**src/rtl/change_dispenser.sv**
```systemverilog
`timescale 1ns/1ps
`default_nettype none
// ============================================================================
// Module      : change_dispenser
// Description : Pays out a change amount greedily from four per-denomination
//               coin inventories, one coin per strobe, on the shared coin bus
//               encoding (00=1, 01=2, 10=5, 11=10 units). Reports completion
//               and whether exact change was impossible.
// Ports       : clk, reset (async, active-low)
//               change_valid/change_amount/change_ready : request handshake
//               load_coin/load_code/load_count          : inventory refill
//               coin_out/coin_pulse                     : coin eject bus
//               done/short/remaining                    : completion status
// Revision    : 1.0 - initial release
// ============================================================================
module change_dispenser #(
    parameter int CNT_W        = 6,
    parameter int PULSE_CYCLES = 5,
    parameter int GAP_CYCLES   = 3
) (
    input  logic             clk,
    input  logic             reset,
    input  logic             change_valid,
    input  logic [8:0]       change_amount,
    output logic             change_ready,
    input  logic             load_coin,
    input  logic [1:0]       load_code,
    input  logic [CNT_W-1:0] load_count,
    output logic [1:0]       coin_out,
    output logic             coin_pulse,
    output logic             done,
    output logic             short,
    output logic [8:0]       remaining
);

    localparam int             TMR_W      = 8;
    localparam logic [TMR_W-1:0] PULSE_LAST = TMR_W'(PULSE_CYCLES - 1);
    localparam logic [TMR_W-1:0] GAP_LAST   = TMR_W'(GAP_CYCLES - 1);

    typedef enum logic [2:0] {
        ST_IDLE   = 3'd0,
        ST_SELECT = 3'd1,
        ST_PULSE  = 3'd2,
        ST_GAP    = 3'd3,
        ST_DONE   = 3'd4
    } state_t;

    state_t           state_q,     state_d;
    logic [8:0]       remaining_q, remaining_d;
    logic             short_q,     short_d;
    logic [1:0]       coin_q,      coin_d;
    logic [TMR_W-1:0] tmr_q,       tmr_d;
    logic [CNT_W-1:0] inv_q [4];
    logic [CNT_W-1:0] inv_d [4];

    function automatic logic [8:0] coin_value(input logic [1:0] code);
        case (code)
            2'b00:   coin_value = 9'd1;
            2'b01:   coin_value = 9'd2;
            2'b10:   coin_value = 9'd5;
            default: coin_value = 9'd10;
        endcase
    endfunction

    // Greedy pick: values rise with the code, so scanning codes downward and
    // keeping the first hit yields the largest affordable, in-stock coin.
    logic       sel_found;
    logic [1:0] sel_code;
    logic [8:0] sel_value;

    always_comb begin
        sel_found = 1'b0;
        sel_code  = 2'b00;
        sel_value = 9'd0;
        for (int i = 3; i >= 0; i--) begin
            if (!sel_found && (inv_q[i] != '0) &&
                (coin_value(2'(i)) <= remaining_q)) begin
                sel_found = 1'b1;
                sel_code  = 2'(i);
                sel_value = coin_value(2'(i));
            end
        end
    end

    // Saturating refill: the extra carry bit flags overflow, which clamps.
    logic [CNT_W:0]   load_sum;
    logic [CNT_W-1:0] load_sat;

    always_comb begin
        load_sum = {1'b0, inv_q[load_code]} + {1'b0, load_count};
        load_sat = load_sum[CNT_W] ? {CNT_W{1'b1}} : load_sum[CNT_W-1:0];
    end

    always_comb begin
        state_d     = state_q;
        remaining_d = remaining_q;
        short_d     = short_q;
        coin_d      = coin_q;
        tmr_d       = tmr_q;
        for (int i = 0; i < 4; i++) begin
            inv_d[i] = inv_q[i];
        end

        case (state_q)
            ST_IDLE: begin
                if (load_coin) begin
                    inv_d[load_code] = load_sat;
                end
                if (change_valid) begin
                    remaining_d = change_amount;
                    short_d     = 1'b0;
                    state_d     = ST_SELECT;
                end
            end
            ST_SELECT: begin
                if (remaining_q == 9'd0) begin
                    short_d = 1'b0;
                    state_d = ST_DONE;
                end else if (sel_found) begin
                    coin_d           = sel_code;
                    remaining_d      = remaining_q - sel_value;
                    inv_d[sel_code]  = inv_q[sel_code] - CNT_W'(1);
                    tmr_d            = '0;
                    state_d          = ST_PULSE;
                end else begin
                    short_d = 1'b1;
                    state_d = ST_DONE;
                end
            end
            ST_PULSE: begin
                if (tmr_q == PULSE_LAST) begin
                    tmr_d   = '0;
                    state_d = ST_GAP;
                end else begin
                    tmr_d = tmr_q + TMR_W'(1);
                end
            end
            ST_GAP: begin
                if (tmr_q == GAP_LAST) begin
                    tmr_d   = '0;
                    state_d = ST_SELECT;
                end else begin
                    tmr_d = tmr_q + TMR_W'(1);
                end
            end
            ST_DONE: begin
                state_d = ST_IDLE;
            end
            default: begin
                state_d = ST_IDLE;
            end
        endcase
    end

    always_ff @(posedge clk or negedge reset) begin
        if (!reset) begin
            state_q     <= ST_IDLE;
            remaining_q <= 9'd0;
            short_q     <= 1'b0;
            coin_q      <= 2'b00;
            tmr_q       <= '0;
            for (int i = 0; i < 4; i++) begin
                inv_q[i] <= '0;
            end
        end else begin
            state_q     <= state_d;
            remaining_q <= remaining_d;
            short_q     <= short_d;
            coin_q      <= coin_d;
            tmr_q       <= tmr_d;
            for (int i = 0; i < 4; i++) begin
                inv_q[i] <= inv_d[i];
            end
        end
    end

    // Status strobes decode straight from the state register so that an
    // asynchronous reset drops coin_pulse without waiting for a clock.
    assign change_ready = (state_q == ST_IDLE);
    assign coin_pulse   = (state_q == ST_PULSE);
    assign done         = (state_q == ST_DONE);
    assign coin_out     = coin_q;
    assign short        = short_q;
    assign remaining    = remaining_q;

endmodule
`default_nettype wire
```
**config.mk**
```make
export PLATFORM = sky130hd
export DESIGN_NAME = change_dispenser
export DESIGN_NICKNAME = d
export VERILOG_FILES = /design/src/rtl/change_dispenser.sv
export SDC_FILE = /design/constraint.sdc
export NUM_CORES = 1
export LEC_CHECK = 0
export BUFFER_PORTS_ARGS = -buffer_cell sky130_fd_sc_hd__buf_2
export CAP_MARGIN = 20
export CORE_MARGIN = 4
export CORE_UTILIZATION = 35
export CTS_CLUSTER_DIAMETER = 200
export DETAILED_ROUTE_END_ITERATION = 12
export PLACE_DENSITY_LB_ADDON = 0.15
export SKIP_CTS_REPAIR_TIMING = 1
export SLEW_MARGIN = 10
export SYNTH_ARGS = -nofsm -noshare
export SYNTH_HDL_FRONTEND = slang
export SYNTH_SLANG_ARGS = --single-unit
```
**constraint.sdc**
```tcl
create_clock -name clk -period 6.4 [get_ports clk]
set_input_delay 0.96 -clock clk [delete_from_list [all_inputs] [get_ports clk]]
set_output_delay 0.96 -clock clk [all_outputs]
set_load 0.03 [all_outputs]
```
Yosys cells after proc, flatten, opt, wreduce, memory -nomap -nowiden:

Cells that the tools add are included.
Widths: inputs -> output; s select.

* $add $sub $neg: 4
* order comparisons: 8
* equal/unequal tests: 13
* muxes and demuxes: 48
* bitwise logic cells: 3
* reduce and logical (&&, ||, !) cells: 26

Operators with widths (number)
* $mux 24: 3
* $mux 9: 6
* $bwmux 24: 2
* $pmux 24 s2: 1
* $mux 6: 7
* $mux 8: 4
* $bmux 6 s2: 2
* $demux 6 s2: 2
* $pmux 8 s3: 1
* $reduce_bool 6->1: 4
* $pmux 9 s2: 1
* $mux 3: 5
* $pmux 3 s4: 1
* $reduce_and 3->1: 4
* $le 1x9->1 const A: 1
* $le 2x9->1 const A: 1
* $le 3x9->1 const A: 1
* $le 4x9->1 const A: 1
* $logic_and 1x1->1: 9
* $logic_not 9->1: 1
* $sub 9x9->9: 1
* $add 8x1->8 const B: 1
* $eq 8x2->1 const B: 1
* $eq 8x3->1 const B: 1
* 21 further kinds: 41

* flip-flop bits (word level): 47
* input port bits: 21
* output and inout port bits: 15
* word-level logic and storage cells: 111

Logic depth before layout (Yosys ltp):

Gate-level depths: netlist (run 1).

* word-level depth: 24
* gate-level depth with buffers: 15
* mapped depth without buffers: 15

Worst setup path after synthesis (run 1):

OpenSTA, ideal clock, no wires.

* kind: input port to flip-flop
* start: in load_code[0]
* end: reg inv_q[22] in the netlist's numbering
* library setup time: 120 ps
* arrival time: 3513 ps
* data required time: 6280 ps
* setup slack: 2768 ps
* stages on the path: 12
* path buffers: 1
* cells stage by stage: buf_1 -> mux4_2 -> ha_1 -> inv_1 -> fa_1 -> inv_1 -> a21o_1 -> a21oi_1 -> o21a_1 -> a21oi_1 -> a22o_1 -> a31o_1

* longest elaborated chain between the ends: 9
* elaborated cells between the ends (all ways): 14
* classes of those cells: add/sub: 1; order compare: 2; mux: 9; bitwise: 1; reduce/logical: 1

RTL lines
* start, declared: RTL line 27 `input logic [1:0] load_code,`
* $not 2->3 (implied by the code) *: RTL line 90, 107
* $bmux 6 s2: RTL line 90 `load_sum = {1'b0, inv_q[load_code]} + {1'b0, load_count};`
* $mux 6 (implied by the code) (2 in a row): RTL line 90
* $add 6x6->7: RTL line 90
* $mux 6: RTL line 91 `load_sat = load_sum[CNT_W] ? {CNT_W{1'b1}} : load_sum[CNT_W-1:0];`
* $bwmux 24 *: RTL line 107 `inv_d[load_code] = load_sat;`
* $mux 24 *: RTL line 106 `if (load_coin) begin`
* $pmux 24 s2 *: RTL line 104 `case (state_q)`
* end signal, assigned by index: RTL line 172 `inv_q[i] <= inv_d[i];`
* end, declared: RTL line 53 `logic [CNT_W-1:0] inv_q [4];`

Every way passes the cells marked *; elsewhere a longest branch is shown, timed or not. The select of a mux whose other input is x is not followed.
A chain may end at the register's enable or synchronous reset.

Worst setup path in the final report (run 1):

* start: reg remaining_q[6] (netlist: remaining[6])
* end: reg inv_q[4] in the netlist's numbering

* longest elaborated chain between the ends: 24
* elaborated cells between the ends (all ways): 40
* classes of those cells: add/sub: 1; order compare: 6; eq/ne: 2; mux: 17; bitwise: 1; reduce/logical: 13

RTL lines
* start, declared: RTL line 49 `logic [8:0] remaining_q, remaining_d;`
* start signal, assigned: RTL line 167 `remaining_q <= remaining_d;`
* $le 4x9->1: RTL line 77 `(coin_value(2'(i)) <= remaining_q)) begin`
* $logic_and 1x1->1: RTL line 76 `if (!sel_found && (inv_q[i] != '0) &&`
* $mux 1: RTL line 76
* $logic_not 1->1: RTL line 76
* $logic_and 1x1->1 (2 in a row): RTL line 76
* $mux 1: RTL line 76
* $logic_not 1->1: RTL line 76
* $logic_and 1x1->1 (2 in a row): RTL line 76
* [... 6 more ...]
* $bmux 6 s2 (tied with other cells): RTL line 122 `inv_d[sel_code] = inv_q[sel_code] - CNT_W'(1);`
* $mux 6 (implied by the code) or $logic_and 1x1->1 (tied branches): RTL line 122
* $mux 6 (implied by the code): RTL line 122
* $sub 6x1->6 or $demux 6 s2 (tied branches): RTL line 122
* $bwmux 24: RTL line 122
* $mux 24: RTL line 119 `end else if (sel_found) begin`
* $mux 24: RTL line 116 `if (remaining_q == 9'd0) begin`
* $pmux 24 s2: RTL line 104

Several ways; a longest one is shown, not always the timed one. The select of a mux whose other input is x is not followed.

==> flow_summary.json, run 1 <==
{
  "max-cap-violations": 0,
  "n_antenna_cell": 0,
  "rsz0062_at_grt": "no",
  "hold_viol": 0,
  "clk_pin_slew_worst_paths_ns": 0.10,
  "grt_pass1_wl_um": 15500,
  "p_per_area_mw_per_mm2": 504,
  "synth_nets": 408,
  "dp.cells": 507,
  "worst-path-max-fanout": 15,
  "p_leak_nw": 1.59,
  "nNetsFinal": 440,
  "grt_antenna_before_repair": 0,
  "fmax_ghz": 0.280,
  "place_area_mm2": 0.00358,
  "period_share": 0.558,
  "first_iter_violations": 221,
  "synth_area_leader_cell": "dfrtp_1",
  "yosysWarnings": 0,
  "ant_nets": 0,
  "status": "complete, no violations",
  "synth_cells": 371,
  "die_h_um": 105,
  "cts_buffers": 5,
  "grtUsageTotal": 0.174,
  "irDropWorstVdd_uv": 208,
  "layout_min_cycle_time_ns": 3.57,
  "synth_top_area_share": 0.356,
  "grt_max_degree": 48,
  "core_mm2": 0.00920,
  "grt_pass1_vias": 3018,
  "ys.flop_type": "dfrtp_1",
  "route.detailed.drc": 0,
  "finalMaxSlewViolations": 0,
  "cp.arrival_ns": 3.83,
  "clkLatencyLatePin_ns": 0.31,
  "mostFrequentLayoutCells": "dfrtp_1, o21ai_1, buf_2",
  "initial_core_util": 0.359,
  "cts_tree": "built",
  "die_x_um": 105,
  "criticalPathCategory": "register to register",
  "root_buffer": "clkbuf_8",
  "drt_wl_total_um": 9430,
  "gp_congestion": 0.918,
  "synth-async-reset-ratio": 1.00,
  "finalNonFillerCells": 515,
  "dpl.hpwl_um": 7080,
  "power_mw": 1.87,
  "dieArea_mm2": 0.0110,
  "tns_ns": 0,
  "htreeDepth": 2,
  "max-slew-margin-rel": 0.318,
  "crit_required_ns": 6.66,
  "ioPinCount": 36,
  "synth_edf_count": 0,
  "syn_avg_cell_area_um2": 8.89,
  "clk_path_buf_depth": 2,
  "start_kind": "register",
  "final_area_mm2": 0.00371,
  "via_per_inst": 5.91,
  "ys_ff_latch": 47,
  "syn-cell-area_mm2": 0.00330,
  "skew_ns": 0.0157,
  "rows": 35,
  "ys_seq_area_frac": 0.356,
  "wire_per_inst_um": 18.3,
  "setup_viol": 0,
  "synth_area_leaders": "dfrtp_1, o21ai_1, ha_1, mux4_2, a21oi_1",
  "drive_gt1_frac": 0.166,
  "ys_types": 59,
  "gr-total-overflow": 0,
  "hold_path.class": "register to register",
  "dr.pass1.iters": 7,
  "final_common_cell": "dfrtp_1",
  "end_kind": "register",
  "vias": 3043,
  "port_buffers": 35,
  "cts_sinks": 47,
  "area_delta_synth_final_pct": 12.6,
  "timing_worst_slew_pin_value_ns": 1.02
}
-- cell usage after synthesis, types with 8 or more instances --
master,count
nand2_1,34
o21ai_1,36
a22oi_1,14
a22o_1,10
dfrtp_1,47
nor3_1,11
inv_1,13
o21ai_0,8
nand3_1,9
ha_1,14
a21oi_1,26
nor2_1,32
o31ai_1,8
-- critical path, cell delays in order (launching register included) --
cell      delay (ns)
dfrtp_1         0.44
nor3_4          0.36
nand3_4         0.17
nand2_4         0.24
mux2_1          0.36
a222oi_1        0.88
ha_1            0.39
nand3_1         0.12
xor2_1          0.35
a31o_1          0.20
-- cell families (layout without fill, tap and decap cells) --
group                      count (synthesis)  after routing  share of synthesized area
xor gates and xnor gates                   8              8                     0.0212
muxes                                     14             14                     0.0686
adders and majority gates                 16             16                     0.0652
buffers and inverters                     30             63                     0.0368
AOI/OAI and AO/OA                        134            134                      0.267
and+or+nand+nor                          122            122                      0.185
DFF                                       47             47                      0.356
-- final timing paths --
path	from	to	slack, ns	cells after the start
max in group asynchronous	reset	tmr_q[4]$_DFFE_PN0P_	5.23	2
worst max-delay path	remaining[6]$_DFFE_PN0P_	inv_q[4]$_DFFE_PN0P_	2.83	9
worst min-delay path	short$_DFFE_PN0P_	short$_DFFE_PN0P_	0.50	1
worst min register to register	short$_DFFE_PN0P_	short$_DFFE_PN0P_	0.50	1
worst max register to register	remaining[6]$_DFFE_PN0P_	inv_q[4]$_DFFE_PN0P_	2.83	9
min in group asynchronous	reset	inv_q[19]$_DFFE_PN0P_	0.73	2
-- state kept, by name, indices dropped and copies added (netlist names) --
register / flops
short: 1
state_q: 3
remaining: 9
coin_out: 2
inv_q: 24
tmr_q: 8
-- where the power goes --
| part | internal [mW] | total [mW] | switching, mW |
|---|---|---|---|
| registers | 0.422 | 0.583 | 0.160 |
| logic | 0.409 | 1.02 | 0.613 |
| clock network | 0.156 | 0.268 | 0.111 |
-- per-layer routing --
| layer | up-vias | GRT usage | wire (um) |
|---|---|---|---|
| met5 | - | 0 | 0 |
| met4 | 0 | 0.0759 | 285 |
| li1 | 1455 | - | - |
| met2 | 136 | 0.270 | 4370 |
| met3 | 24 | 0.0296 | 619 |
| met1 | 1428 | 0.238 | 4150 |
-- per-stage QoR --
| stage | utilization | setup WS, ns | hold slack (ns) |
|---|---|---|---|
| 5_1_grt | 0.404 | 2.57 | 0.542 |
| 4_1_cts | 0.404 | 2.86 | 0.499 |
| 3_3_place_gp | 0.390 | 2.76 | 0.476 |
| 2_1_floorplan | - | 2.77 | 0.440 |
| 6_report | 0.404 | 2.83 | 0.495 |
| 3_5_place_dp | 0.390 | 2.69 | 0.480 |
-- cell type report --
type                       instances  area [um2]
timing repair buffer              39         205
tap                              111         139
fill                             949        5480
multi-input combinational        294        2000
clock inverter                     2        60.1
clock buffer                       6        72.6
inverter                          16        60.1
sequential                        47        1180
Note: power is estimated with default switching activity, not from simulation.
==> inputs of run 2 (changes only) <==
- ABC_AREA: not set -> 1
- clock period: 6.4 -> 3.5 ns (I/O delays scaled with it)
==> flow_summary.json, run 2 <==
{
  "final_area_mm2": 0.00420,
  "cts_tree": "built",
  "mostFrequentLayoutCells": "inv_1, nand2_1, nor2_1",
  "cp.arrival_ns": 3.45,
  "synth_top_area_share": 0.321,
  "max-cap-violations": 0,
  "cts_buffers": 5,
  "skew_ns": 0.0123,
  "start_kind": "register",
  "ant_nets": 0,
  "ioPinCount": 36,
  "synth-async-reset-ratio": 1.00,
  "fmax_ghz": 0.311,
  "die_h_um": 110,
  "grt_max_degree": 28,
  "dieArea_mm2": 0.0122,
  "setup_viol": 0,
  "path_buf_inv": 5,
  "initial_core_util": 0.358,
  "n_antenna_cell": 0,
  "root_buffer": "clkbuf_8",
  "cts_sinks": 47,
  "vias": 3585,
  "dpl.hpwl_um": 8300,
  "ys_ff_latch": 47,
  "wire_per_inst_um": 15.5,
  "rows": 37,
  "end_kind": "register",
  "cp_top_family": "simple AND/OR/NAND/NOR gates",
  "grtUsageTotal": 0.181,
  "largest-register": "inv_q",
  "yosysMostFrequentCell": "inv_1",
  "netlist_top_cells_count": "inv_1, nand2_1, nor2_1",
  "synth_area_leaders": "dfrtp_1, inv_1, nand2_1, nor2_1, a21oi_1",
  "crit_path_cell_trace": "nor2_4 > inv_2 > nor2_8 > nand3_4 > a21oi_4 > nand2_2 > inv_4 > nor2_4 > inv_1 > a21oi_1 > ha_2 > fa_1 > nor2_1 > o21ai_0 > inv_1 > or2_2 > nor2_1 > nand2_1 > inv_1 > nand3_1 > o21ai_0 > a22oi_1",
  "max_stage_delay_ns": 0.46,
  "htreeDepth": 2,
  "fin_util": 0.410,
  "port_buffers": 35,
  "finalMaxSlewViolations": 0,
  "clk_path_buf_depth": 2,
  "synth_edf_count": 0,
  "dr.pass1.iters": 6,
  "gr-total-overflow": 0,
  "synth_nets": 534,
  "rsz0062_at_grt": "yes",
  "grt_antenna_before_repair": 0,
  "criticalPathCategory": "register to register",
  "syn_avg_cell_area_um2": 7.36,
  "period_share": 0.917,
  "first_iter_violations": 240,
  "nNetsFinal": 579,
  "grt_pass1_wl_um": 17100,
  "grt_pass1_vias": 3401,
  "final_common_cell": "inv_1",
  "drt_wl_total_um": 10500,
  "hold_path.class": "primary input to asynchronous set/reset pin",
  "gp_congestion": 0.867,
  "syn-cell-area_mm2": 0.00366,
  "irDropWorstVdd_uv": 381,
  "p_leak_nw": 2.03,
  "hold_viol": 0,
  "p_per_area_mw_per_mm2": 833,
  "largest_reg_flops": 24,
  "core_mm2": 0.0102,
  "via_per_inst": 5.28,
  "ys_types": 45,
  "dp.cells": 667,
  "ys.flop_type": "dfrtp_1",
  "place_area_mm2": 0.00401,
  "clkLatencyLatePin_ns": 0.32,
  "crit_required_ns": 3.74,
  "clk_pin_slew_worst_paths_ns": 0.11,
  "route.detailed.drc": 0,
  "die_x_um": 110,
  "drive_gt1_frac": 0.210,
  "yosysWarnings": 0,
  "slowest_stage": "dfrtp_2",
  "max-slew-margin-rel": 0.537,
  "timing_worst_slew_pin_value_ns": 0.688,
  "status": "complete, no violations",
  "worst-path-max-fanout": 5,
  "synth_cells": 497,
  "cpMostUsedCell": "inv_1",
  "layout_min_cycle_time_ns": 3.21,
  "synth_area_leader_cell": "dfrtp_1",
  "ys_seq_area_frac": 0.321,
  "finalNonFillerCells": 679,
  "area_delta_synth_final_pct": 14.7
}
-- run 2: cells by family (layout without fill, tap and decap cells) --
group           count (synthesis)  in the layout  synth area share
xor+xnor                        8              8            0.0191
simple gates                  219            219             0.299
flops                          47             47             0.321
buf+inv                        92            138            0.0995
fa+ha+maj                      16             16            0.0588
compound gates                115            115             0.202
-- run 2: per-stage QoR --
stage | hold WS, ns | setup WS (ns) | TNS (ns) | total power [mW]
2_1_floorplan | 0.229 | 0.389 | 0 | 2.50
3_3_place_gp | 0.478 | -0.105 | -0.177 | 3.07
3_5_place_dp | 0.473 | -0.0677 | -0.104 | 3.08
4_1_cts | 0.180 | -0.103 | -0.165 | 3.47
5_1_grt | 0.188 | -0.0156 | -0.0156 | 3.82
6_report | 0.162 | 0.289 | 0 | 3.49
-- run 2: final cells by class --
type / count / area (um2)
fillers: 1073 / 6030
multi-input cells: 358 / 2170
flip-flops and latches: 47 / 1180
inverters: 84 / 320
repair buffers: 46 / 258
well taps: 136 / 170
clock buffers: 5 / 68.8
clock inverters: 3 / 28.8
-- run 2: routing by layer --
metal  share of wire  GRT usage
met5               0          0
met4           0.015     0.0440
met3           0.040     0.0233
met2            0.48      0.308
met1            0.46      0.243
-- run 2: final timing paths --
path,from,endpoint,slack (ns),cells past startpoint
max in group asynchronous,reset,remaining[2]$_DFFE_PN0P_,2.54,2
max reg2reg,remaining[6]$_DFFE_PN0P_,remaining[6]$_DFFE_PN0P_,0.29,22
min in group clk,change_amount[4],remaining[4]$_DFFE_PN0P_,0.45,3
min,reset,tmr_q[2]$_DFFE_PN0P_,0.16,1
min reg2reg,short$_DFFE_PN0P_,short$_DFFE_PN0P_,0.50,2
max,remaining[6]$_DFFE_PN0P_,remaining[6]$_DFFE_PN0P_,0.29,22
-- run 2: power breakdown --
part	switching (mW)	total, mW	internal, mW
logic	1.38	2.08	0.699
registers	0.248	1.04	0.790
clock network	0.228	0.379	0.152
==> inputs of run 3 (changes only) <==
- BUFFER_PORTS_ARGS: -buffer_cell sky130_fd_sc_hd__buf_2 -> not set
- DONT_BUFFER_PORTS: not set -> 1
- REMOVE_ABC_BUFFERS: not set -> 1
==> flow_summary.json, run 3 (synthesized netlist as in run 2, its figures left out) <==
{
  "gr-total-overflow": 0,
  "tns_ns": 0,
  "grt_use_met3": 0.0344,
  "irDropWorstVdd_uv": 306,
  "ant_nets": 0,
  "largest-register": "inv_q",
  "ioPinCount": 36,
  "skew_ns": 0.0147,
  "fill_cells": 1072,
  "nNetsFinal": 551,
  "timing_worst_slew_pin_value_ns": 0.684,
  "hold_path.class": "primary input to asynchronous set/reset pin",
  "root_buffer": "clkbuf_8",
  "grt_pass1_vias": 3390,
  "power_mw": 3.48,
  "layout_min_cycle_time_ns": 3.13,
  "grtUsageTotal": 0.185,
  "status": "complete, no violations",
  "vias": 3422,
  "hold_viol": 0,
  "area_delta_synth_final_pct": 10.4,
  "first_iter_violations": 174,
  "clk_path_buf_depth": 2,
  "htreeDepth": 2,
  "dr.pass1.iters": 4,
  "die_h_um": 110,
  "via_per_inst": 5.26,
  "top_usage_layer": "met2",
  "period_share": 0.894,
  "finalMaxSlewViolations": 0,
  "gp_congestion": 0.889,
  "dieArea_mm2": 0.0122,
  "start_kind": "register",
  "wire_per_inst_um": 16.1,
  "fmax_ghz": 0.320,
  "max-cap-violations": 0,
  "max-slew-margin-rel": 0.539,
  "grt_pass1_wl_um": 17400,
  "worst-path-max-fanout": 5,
  "grt_antenna_before_repair": 0,
  "setup_viol": 0,
  "initial_core_util": 0.358,
  "die_x_um": 110,
  "grt_use_met1": 0.251,
  "p_leak_nw": 1.93,
  "end_kind": "register",
  "dpl.hpwl_um": 8400,
  "n_antenna_cell": 0,
  "largest_reg_flops": 24,
  "route.detailed.drc": 0,
  "port_buffers": 0,
  "met2_usage": 0.297,
  "drt_wl_total_um": 10500,
  "crit_required_ns": 3.75,
  "core_mm2": 0.0102,
  "final_common_cell": "inv_1",
  "clkLatencyLatePin_ns": 0.32,
  "p_per_area_mw_per_mm2": 861,
  "rows": 37,
  "rsz0062_at_grt": "no",
  "cp.arrival_ns": 3.38,
  "mostFrequentLayoutCells": "inv_1, nand2_1, nor2_1",
  "cts_tree": "built",
  "cts_sinks": 47,
  "criticalPathCategory": "register to register",
  "clk_pin_slew_worst_paths_ns": 0.11,
  "grt_max_degree": 48,
  "drive_gt1_frac": 0.146,
  "cts_buffers": 5
}
-- run 3: path summary, 6_finish.rpt --
check | start | to | slack (ns) | depth (start not counted)
setup / recovery | remaining[6]$_DFFE_PN0P_ | remaining[8]$_DFFE_PN0P_ | 0.37 | 22
hold / removal | reset | inv_q[1]$_DFFE_PN0P_ | 0.04 | 1
setup reg to reg | remaining[6]$_DFFE_PN0P_ | remaining[8]$_DFFE_PN0P_ | 0.37 | 22
hold reg to reg | tmr_q[0]$_DFFE_PN0P_ | tmr_q[0]$_DFFE_PN0P_ | 0.52 | 1
max in group asynchronous | reset | inv_q[5]$_DFFE_PN0P_ | 3.21 | 1
min in group clk | change_amount[2] | remaining[2]$_DFFE_PN0P_ | 0.35 | 2
-- run 3: final cells by class --
type	count	area [um2]	share of cell area
timing repair buffer	18	155	0.0384
clock inverter	3	25.0	0.00619
inverter	84	318	0.0787
clock buffer	5	68.8	0.0170
tap	136	170	0.0421
multi-input combinational	358	2130	0.526
sequential	47	1180	0.291
-- run 3: layer usage --
| metal | vias to the layer above | part of all wire |
|---|---|---|
| met5 | - | 0 |
| met4 | 0 | 0.021 |
| li1 | 1690 | - |
| met3 | 13 | 0.051 |
| met2 | 82 | 0.47 |
| met1 | 1637 | 0.46 |
-- run 3: worst max-delay path, cell delays in order, from the launching register on --
cell and delay, ns:
dfrtp_1 0.43, nor2_4 0.15, inv_2 0.09, nor2_8 0.13
nand3_4 0.12, a21oi_2 0.20, nand2_2 0.11, inv_2 0.09
nor2_2 0.05, inv_1 0.10, a21oi_1 0.05, ha_1 0.22
fa_1 0.39, nor2_1 0.13, o21ai_0 0.08, inv_1 0.05
or2_2 0.11, nor2_1 0.05, nand2_1 0.06, inv_1 0.05
o21ai_0 0.22, a21oi_1 0.07, o22ai_1 0.11
-- run 3: power by group --
group	leakage, nW	total [mW]	switching (mW)	internal (mW)
Clock	0.0452	0.363	0.217	0.146
Combinational	1.32	2.08	1.37	0.711
Sequential	0.563	1.03	0.251	0.784
Total	1.93	3.48	1.84	1.64
-- run 3: per-stage QoR --
step / setup WS [ns] / util / hold slack (ns) / area [um2] / cells
floorplan: 0.368 / - / 0.229 / 3610 / 489
global placement: 0.237 / 0.382 / 0.231 / 3910 / 642
detailed placement: 0.245 / 0.382 / 0.231 / 3910 / 642
CTS: 0.254 / 0.391 / -0.128 / 4010 / 650
global route: 0.0157 / 0.395 / 0.0514 / 4040 / 651
finish: 0.371 / 0.395 / 0.0397 / 4040 / 651
